**src/rtl/mlsu_pkg.sv**
```systemverilog
// Shared widths, request/meta payload types and FSM states for the MLSU meta sequencer.
package mlsu_pkg;

  localparam int unsigned AddrWidth   = 64;
  localparam int unsigned SegNumWidth = 16;
  localparam int unsigned SegLenWidth = 20;
  localparam int unsigned StrideWidth = 32;
  localparam int unsigned ReqIdWidth  = 4;

  localparam int unsigned PageNibbles = 8192;
  localparam int unsigned PageOffBits = 13;
  // endOff is SegLenWidth+1 bits, so the page index above the offset is SegLenWidth-12 bits.
  localparam int unsigned TxnWidth    = SegLenWidth - (PageOffBits - 1);
  localparam int unsigned LtnWidth    = PageOffBits + 1;

  typedef struct packed {
    logic [ReqIdWidth-1:0]  reqId;
    logic                   isLoad;
    logic [AddrWidth-1:0]   baseAddr;
    logic [StrideWidth-1:0] stride;
    logic [SegNumWidth-1:0] segNum;
    logic [SegLenWidth-1:0] segNibbles;
  } mlsu_req_t;

  typedef struct packed {
    logic [ReqIdWidth-1:0]  reqId;
    logic                   isLoad;
    logic [SegNumWidth-1:0] rmnSeg;
  } meta_glb_t;

  typedef struct packed {
    logic [AddrWidth-1:0] segBaseAddr;
    logic [TxnWidth-1:0]  txnCnt;
    logic [TxnWidth-1:0]  txnNum;
    logic [LtnWidth-1:0]  ltN;
  } meta_seglv_t;

  typedef enum logic [1:0] {
    ST_IDLE,
    ST_CALC,
    ST_EMIT
  } mlsu_state_e;

endpackage

```
**src/rtl/mlsu_seg_splitter.sv**
```systemverilog
// Combinational page splitter: transaction count and last-transaction length for one
// segment starting at base_i and spanning seg_nibbles_i nibbles (seg_nibbles_i >= 1).
module mlsu_seg_splitter
  import mlsu_pkg::*;
(
  input  logic [AddrWidth-1:0]   base_i,
  input  logic [SegLenWidth-1:0] seg_nibbles_i,
  output logic [TxnWidth-1:0]    txn_num_o,
  output logic [LtnWidth-1:0]    ltn_o
);

  localparam int unsigned EndW = SegLenWidth + 1;

  logic [EndW-1:0] end_off;
  logic            unused_base_hi;

  // Offset of the last nibble relative to the start of the first page.
  assign end_off   = EndW'(base_i[PageOffBits-1:0]) + EndW'(seg_nibbles_i) - EndW'(1);
  assign txn_num_o = end_off[EndW-1:PageOffBits];
  assign ltn_o     = LtnWidth'(end_off[PageOffBits-1:0]) + LtnWidth'(1);

  assign unused_base_hi = ^base_i[AddrWidth-1:PageOffBits];

endmodule

```
**src/rtl/mlsu_meta_sequencer.sv**
```systemverilog
// Turns one matrix load/store request into a stream of page-bounded meta beats,
// one segment (row) at a time, with a one-cycle CALC bubble between segments.
//
// Handshakes: both req and meta use valid/ready; a transfer happens on the rising
// clock edge where valid and ready are both high. Once meta_valid_o rises its payload
// holds until that transfer; upstream must hold req_i while req_valid_i waits on ready.
module mlsu_meta_sequencer
  import mlsu_pkg::*;
(
  input  logic        clk_i,
  input  logic        rst_ni,
  input  logic        req_valid_i,
  output logic        req_ready_o,
  input  mlsu_req_t   req_i,
  output logic        meta_valid_o,
  input  logic        meta_ready_i,
  output meta_glb_t   meta_glb_o,
  output meta_seglv_t meta_seglv_o,
  output logic        busy_o,
  output logic        done_o
);

  mlsu_state_e            state_q, state_d;
  mlsu_req_t              req_q, req_d;
  logic [SegNumWidth-1:0] seg_idx_q, seg_idx_d;
  logic [AddrWidth-1:0]   cur_base_q, cur_base_d;
  logic [TxnWidth-1:0]    txn_cnt_q, txn_cnt_d;
  logic [TxnWidth-1:0]    txn_num_q, txn_num_d;
  logic [LtnWidth-1:0]    ltn_q, ltn_d;
  logic [SegNumWidth-1:0] rmn_seg_q, rmn_seg_d;
  logic                   done_q, done_d;

  logic [TxnWidth-1:0] split_txn_num;
  logic [LtnWidth-1:0] split_ltn;
  logic                req_hs;
  logic                meta_hs;
  logic                last_txn;
  logic                last_seg;

  mlsu_seg_splitter u_splitter (
    .base_i        (cur_base_q),
    .seg_nibbles_i (req_q.segNibbles),
    .txn_num_o     (split_txn_num),
    .ltn_o         (split_ltn)
  );

  // done_q blocks acceptance for the cycle of a zero-length done pulse.
  assign req_ready_o  = (state_q == ST_IDLE) && !done_q;
  assign meta_valid_o = (state_q == ST_EMIT);
  assign busy_o       = (state_q != ST_IDLE);
  assign req_hs       = req_valid_i && req_ready_o;
  assign meta_hs      = meta_valid_o && meta_ready_i;
  assign last_txn     = (txn_cnt_q == txn_num_q);
  assign last_seg     = (rmn_seg_q == '0);
  assign done_o       = done_q || (meta_hs && last_txn && last_seg);

  always_comb begin
    state_d    = state_q;
    req_d      = req_q;
    seg_idx_d  = seg_idx_q;
    cur_base_d = cur_base_q;
    txn_cnt_d  = txn_cnt_q;
    txn_num_d  = txn_num_q;
    ltn_d      = ltn_q;
    rmn_seg_d  = rmn_seg_q;
    done_d     = 1'b0;
    unique case (state_q)
      ST_IDLE: begin
        if (req_hs) begin
          req_d      = req_i;
          seg_idx_d  = '0;
          cur_base_d = req_i.baseAddr;
          if ((req_i.segNum == '0) || (req_i.segNibbles == '0)) begin
            done_d = 1'b1;
          end else begin
            state_d = ST_CALC;
          end
        end
      end
      ST_CALC: begin
        txn_num_d = split_txn_num;
        ltn_d     = split_ltn;
        rmn_seg_d = req_q.segNum - SegNumWidth'(1) - seg_idx_q;
        txn_cnt_d = '0;
        state_d   = ST_EMIT;
      end
      ST_EMIT: begin
        if (meta_hs) begin
          if (!last_txn) begin
            txn_cnt_d = txn_cnt_q + TxnWidth'(1);
          end else if (!last_seg) begin
            cur_base_d = cur_base_q + {{(AddrWidth-StrideWidth){1'b0}}, req_q.stride};
            seg_idx_d  = seg_idx_q + SegNumWidth'(1);
            state_d    = ST_CALC;
          end else begin
            state_d = ST_IDLE;
          end
        end
      end
      default: state_d = ST_IDLE;
    endcase
  end

  always_comb begin
    meta_glb_o   = '0;
    meta_seglv_o = '0;
    if (state_q == ST_EMIT) begin
      meta_glb_o.reqId         = req_q.reqId;
      meta_glb_o.isLoad        = req_q.isLoad;
      meta_glb_o.rmnSeg        = rmn_seg_q;
      meta_seglv_o.segBaseAddr = cur_base_q;
      meta_seglv_o.txnCnt      = txn_cnt_q;
      meta_seglv_o.txnNum      = txn_num_q;
      meta_seglv_o.ltN         = ltn_q;
    end
  end

  always_ff @(posedge clk_i or negedge rst_ni) begin
    if (!rst_ni) begin
      state_q    <= ST_IDLE;
      req_q      <= '0;
      seg_idx_q  <= '0;
      cur_base_q <= '0;
      txn_cnt_q  <= '0;
      txn_num_q  <= '0;
      ltn_q      <= '0;
      rmn_seg_q  <= '0;
      done_q     <= 1'b0;
    end else begin
      state_q    <= state_d;
      req_q      <= req_d;
      seg_idx_q  <= seg_idx_d;
      cur_base_q <= cur_base_d;
      txn_cnt_q  <= txn_cnt_d;
      txn_num_q  <= txn_num_d;
      ltn_q      <= ltn_d;
      rmn_seg_q  <= rmn_seg_d;
      done_q     <= done_d;
    end
  end

  a_payload_stable: assert property (@(posedge clk_i) disable iff (!rst_ni)
    (meta_valid_o && !meta_ready_i) |=>
      (meta_valid_o && $stable(meta_glb_o) && $stable(meta_seglv_o)));

  a_ltn_range: assert property (@(posedge clk_i) disable iff (!rst_ni)
    meta_valid_o |-> ((ltn_q != '0) && (ltn_q <= LtnWidth'(PageNibbles))));

  a_txn_cnt_bound: assert property (@(posedge clk_i) disable iff (!rst_ni)
    (state_q == ST_EMIT) |-> (txn_cnt_q <= txn_num_q));

  a_req_hold: assert property (@(posedge clk_i) disable iff (!rst_ni)
    (req_valid_i && !req_ready_o) |=> $stable(req_i));

endmodule

```
**config.mk**
```make
export PLATFORM = sky130hd
export DESIGN_NAME = mlsu_meta_sequencer
export DESIGN_NICKNAME = d
export VERILOG_FILES = /design/src/rtl/mlsu_pkg.sv /design/src/rtl/mlsu_seg_splitter.sv /design/src/rtl/mlsu_meta_sequencer.sv
export SDC_FILE = /design/constraint.sdc
export NUM_CORES = 1
export LEC_CHECK = 0
export CORE_AREA = 2 2 137 172
export CTS_CLUSTER_DIAMETER = 200
export DETAILED_ROUTE_END_ITERATION = 8
export DIE_AREA = 0 0 139 174
export DONT_BUFFER_PORTS = 1
export MAX_ROUTING_LAYER = met4
export PLACE_DENSITY = 0.75
export SYNTH_ARGS = -nofsm -noshare
export SYNTH_HDL_FRONTEND = slang
export SYNTH_SLANG_ARGS = --single-unit
```
**constraint.sdc**
```tcl
create_clock -name clk_i -period 5 [get_ports clk_i]
set_input_delay 1 -clock clk_i [delete_from_list [all_inputs] [get_ports clk_i]]
set_output_delay 1 -clock clk_i [all_outputs]
set_load 0.05 [all_outputs]
```
==> reports/metrics.yaml <==
run_status:
  status: "complete, no violations"
logic_synthesis:
  async_flop_share_pct: 100
  yosysWarningCount: 0
  synth_top_family_by_area: "simple AND/OR/NAND/NOR gates"
  synthMuxAreaShare_pct: 0.150
  synth-main-ff-cell: "dfrtp_1"
  syn-cell-area_sq_um: 13300
  synth_seq_area_share_pct: 37.9
  synthXorXnorAreaFrac_pct: 6.04
  synth_cells: 1639
  synth-seq-cells: 202
  synth.distinct_cells: 79
  synth_compound_area_share_pct: 17.6
  syn_avg_cell_area_sq_um: 8.14
  syn-num-nets: 1865
  synth_simple_gate_area_share_pct: 24.8
  post_synth_fa_ha_maj_area_fraction_pct: 8.14
  synth_edf_count: 0
routing:
  via_per_inst: 6.02
  totalWireLength_mm: 36.2
  first_iter_violations: 736
  drtAntennaViolNets: 0
  remaining_drc_errors: 0
  drtPass1Iterations: 5
  wire_per_inst_um: 18.8
  vias: 11600
clock_network:
  htreeDepth: 1
  cts_buffers: 23
  clock_latency_ns: 0.52
  clockBufferDepth: 3
  cts-root-buf: "clkbuf_16"
  cts_tree: "built"
  post_cts_resized: 0
  cts_setup_buffers: 0
  holdBufCountCts: 0
  cts.clk_slew.worst_paths_ns: 0.06
  cts_sinks: 202
grt:
  antenna_found_initial: 3
  grt_max_degree: 203
  grt_usage_pct: 30.2
  grt_pass1_vias: 11300
  overflow: 0
  grt_pass1_wl_mm: 58.3
setup_path:
  arrival_ns: 2.70
  crit_required_ns: 4.00
  cp_max_fo: 66
  critPathLaunchType: "register"
  ff2ff_setup_slack_ns: 1.34
  criticalPathCategory: "register to primary output"
  crit_path_end_kind: "primary output"
die:
  rows: 62
  start_util_pct: 58.9
  fp.dieW_um: 139
  ios: 260
  die_area_sq_um: 24200
  dieHeight_um: 174
  core-area_sq_um: 22700
sta:
  clock_skew_ns: 0.0110
  setup_viol: 0
  maxSlewHeadroom_pct: 26.8
  setup_tns_ns: 0
  worst-slew-pin-transition_ns: 1.09
  report.final.hold_viol_count: 0
  maxSlewViolCount: 0
  rsz0062_at_grt: "no"
  fmax_mhz: 270
  period_needed_ns: 3.70
  fin_crit_sh_pct: 74.1
final_layout:
  seq_area_sq_um: 5050
  multi_input_area_sq_um: 7590
  fill_cells: 2048
  area.growth.synth_to_final_pct: 7.72
  layout.nets: 1842
  layout_common_cells: "nand2_1, dfrtp_1, o21ai_0, nor2_1, inv_1"
  final_common_cell: "nand2_1"
  drive_above_1_share_pct: 5.70
min_path:
  hold_path.class: "primary input to asynchronous set/reset pin"
place:
  dpl.hpwl_mm: 26.0
  gp_congestion: 0.936
  io_buffer_count: 0
run:
  drv_cap: 0
## path summary, 6_finish.rpt
path / startpoint / to / cells past startpoint
min in group clk_i: req_q[132]$_DFFE_PN0P_ / req_q[132]$_DFFE_PN0P_ / 2
max: state_q[1]$_DFFE_PN0P_ / meta_glb_o[0] / 5
max in group asynchronous: rst_ni / cur_base_q[32]$_DFFE_PN0P_ / 0
min reg2reg: req_q[132]$_DFFE_PN0P_ / req_q[132]$_DFFE_PN0P_ / 2
max reg2reg: cur_base_q[1]$_DFFE_PN0P_ / ltn_q[12]$_DFFE_PN0N_ / 16
min: rst_ni / req_q[132]$_DFFE_PN0P_ / 0
## sequential cells by signal, summed over array words and instances (netlist names)
name and cells:
cur_base_q 64, done_q 1, ltn_q 14, req_q 73, rmn_seg_q 16, seg_idx_q 16
state_q 2, txn_cnt_q 8, txn_num_q 8
## per-layer routing
layer / GRT usage (%) / vias to the layer above / part of all wire [%]
met4: 9.89 / 0 / 3.7
li1: - / 5570 / -
met5: - / - / 0
met3: 5.21 / 96 / 6.6
met2: 49.8 / 380 / 48
met1: 38.2 / 5527 / 42
## final cells by class
cell class                      count  share of cell area [%]
Antenna cell                        3                  0.0523
Tap cell                          288                    2.51
Multi-Input combinational cell   1254                    52.8
Clock buffer                       33                    4.48
Inverter                          103                    2.70
Timing Repair Buffer               32                    1.76
Sequential cell                   202                    35.2
Clock inverter                      7                   0.505
## Yosys cell counts (6+ instances only)
master      n  share of area, %
nor2_1    107               3.0
a221oi_1    7              0.46
xnor2_1    59               3.9
a21o_1     40               2.3
o21a_1      6              0.34
ha_1       82               7.7
a221o_1     9              0.68
nor3_1     30               1.1
or3_1      17              0.80
and2_1    100               4.7
dfrtp_1   202                38
a211oi_1    8              0.45
and3_1     10              0.47
nand3_1    40               1.5
a31oi_1     9              0.42
o31ai_1     7              0.39
xor2_1     33               2.2
o22ai_1    17              0.80
nor4_1     28               1.3
nand4_1    17              0.80
clkbuf_1   66               1.9
a21oi_1    73               2.7
nand2_1   326               9.2
inv_1     103               2.9
o21ai_0   118               4.4
o21bai_1   12              0.68
o211ai_1    9              0.51
## worst max-delay path, stage by stage, from the launching register on
cell      delay (ns)
dfrtp_1         0.35
buf_4           0.34
nand2b_4        0.09
clkinv_2        0.48
buf_12          0.34
and2_1          0.56
## cells by family after synthesis
kind of cell               count (synthesis)
AOI/OAI and AO/OA                        366
muxes                                      2
adders and majority gates                 85
DFF                                      202
buffers and inverters                    183
and+or+nand+nor                          709
xor gates and xnor gates                  92
## per-stage QoR
stage / utilization (%) / setup WS [ns] / instance area (sq um) / hold WS, ns / instances
final: 63.4 / 1.30 / 14400 / 0.169 / 1922
after global placement: 60.2 / 1.52 / 13600 / 0.452 / 1879
after detailed placement: 60.2 / 1.36 / 13600 / 0.451 / 1879
after floorplan: - / 1.68 / 13300 / 0.430 / 1639
after CTS: 63.4 / 1.23 / 14400 / 0.153 / 1919
after global routing: 63.4 / 1.07 / 14400 / 0.157 / 1922
Power is left out: the tool's default activity adds up to more than one toggle a clock period on the data nets, which glitch-free logic cannot reach.
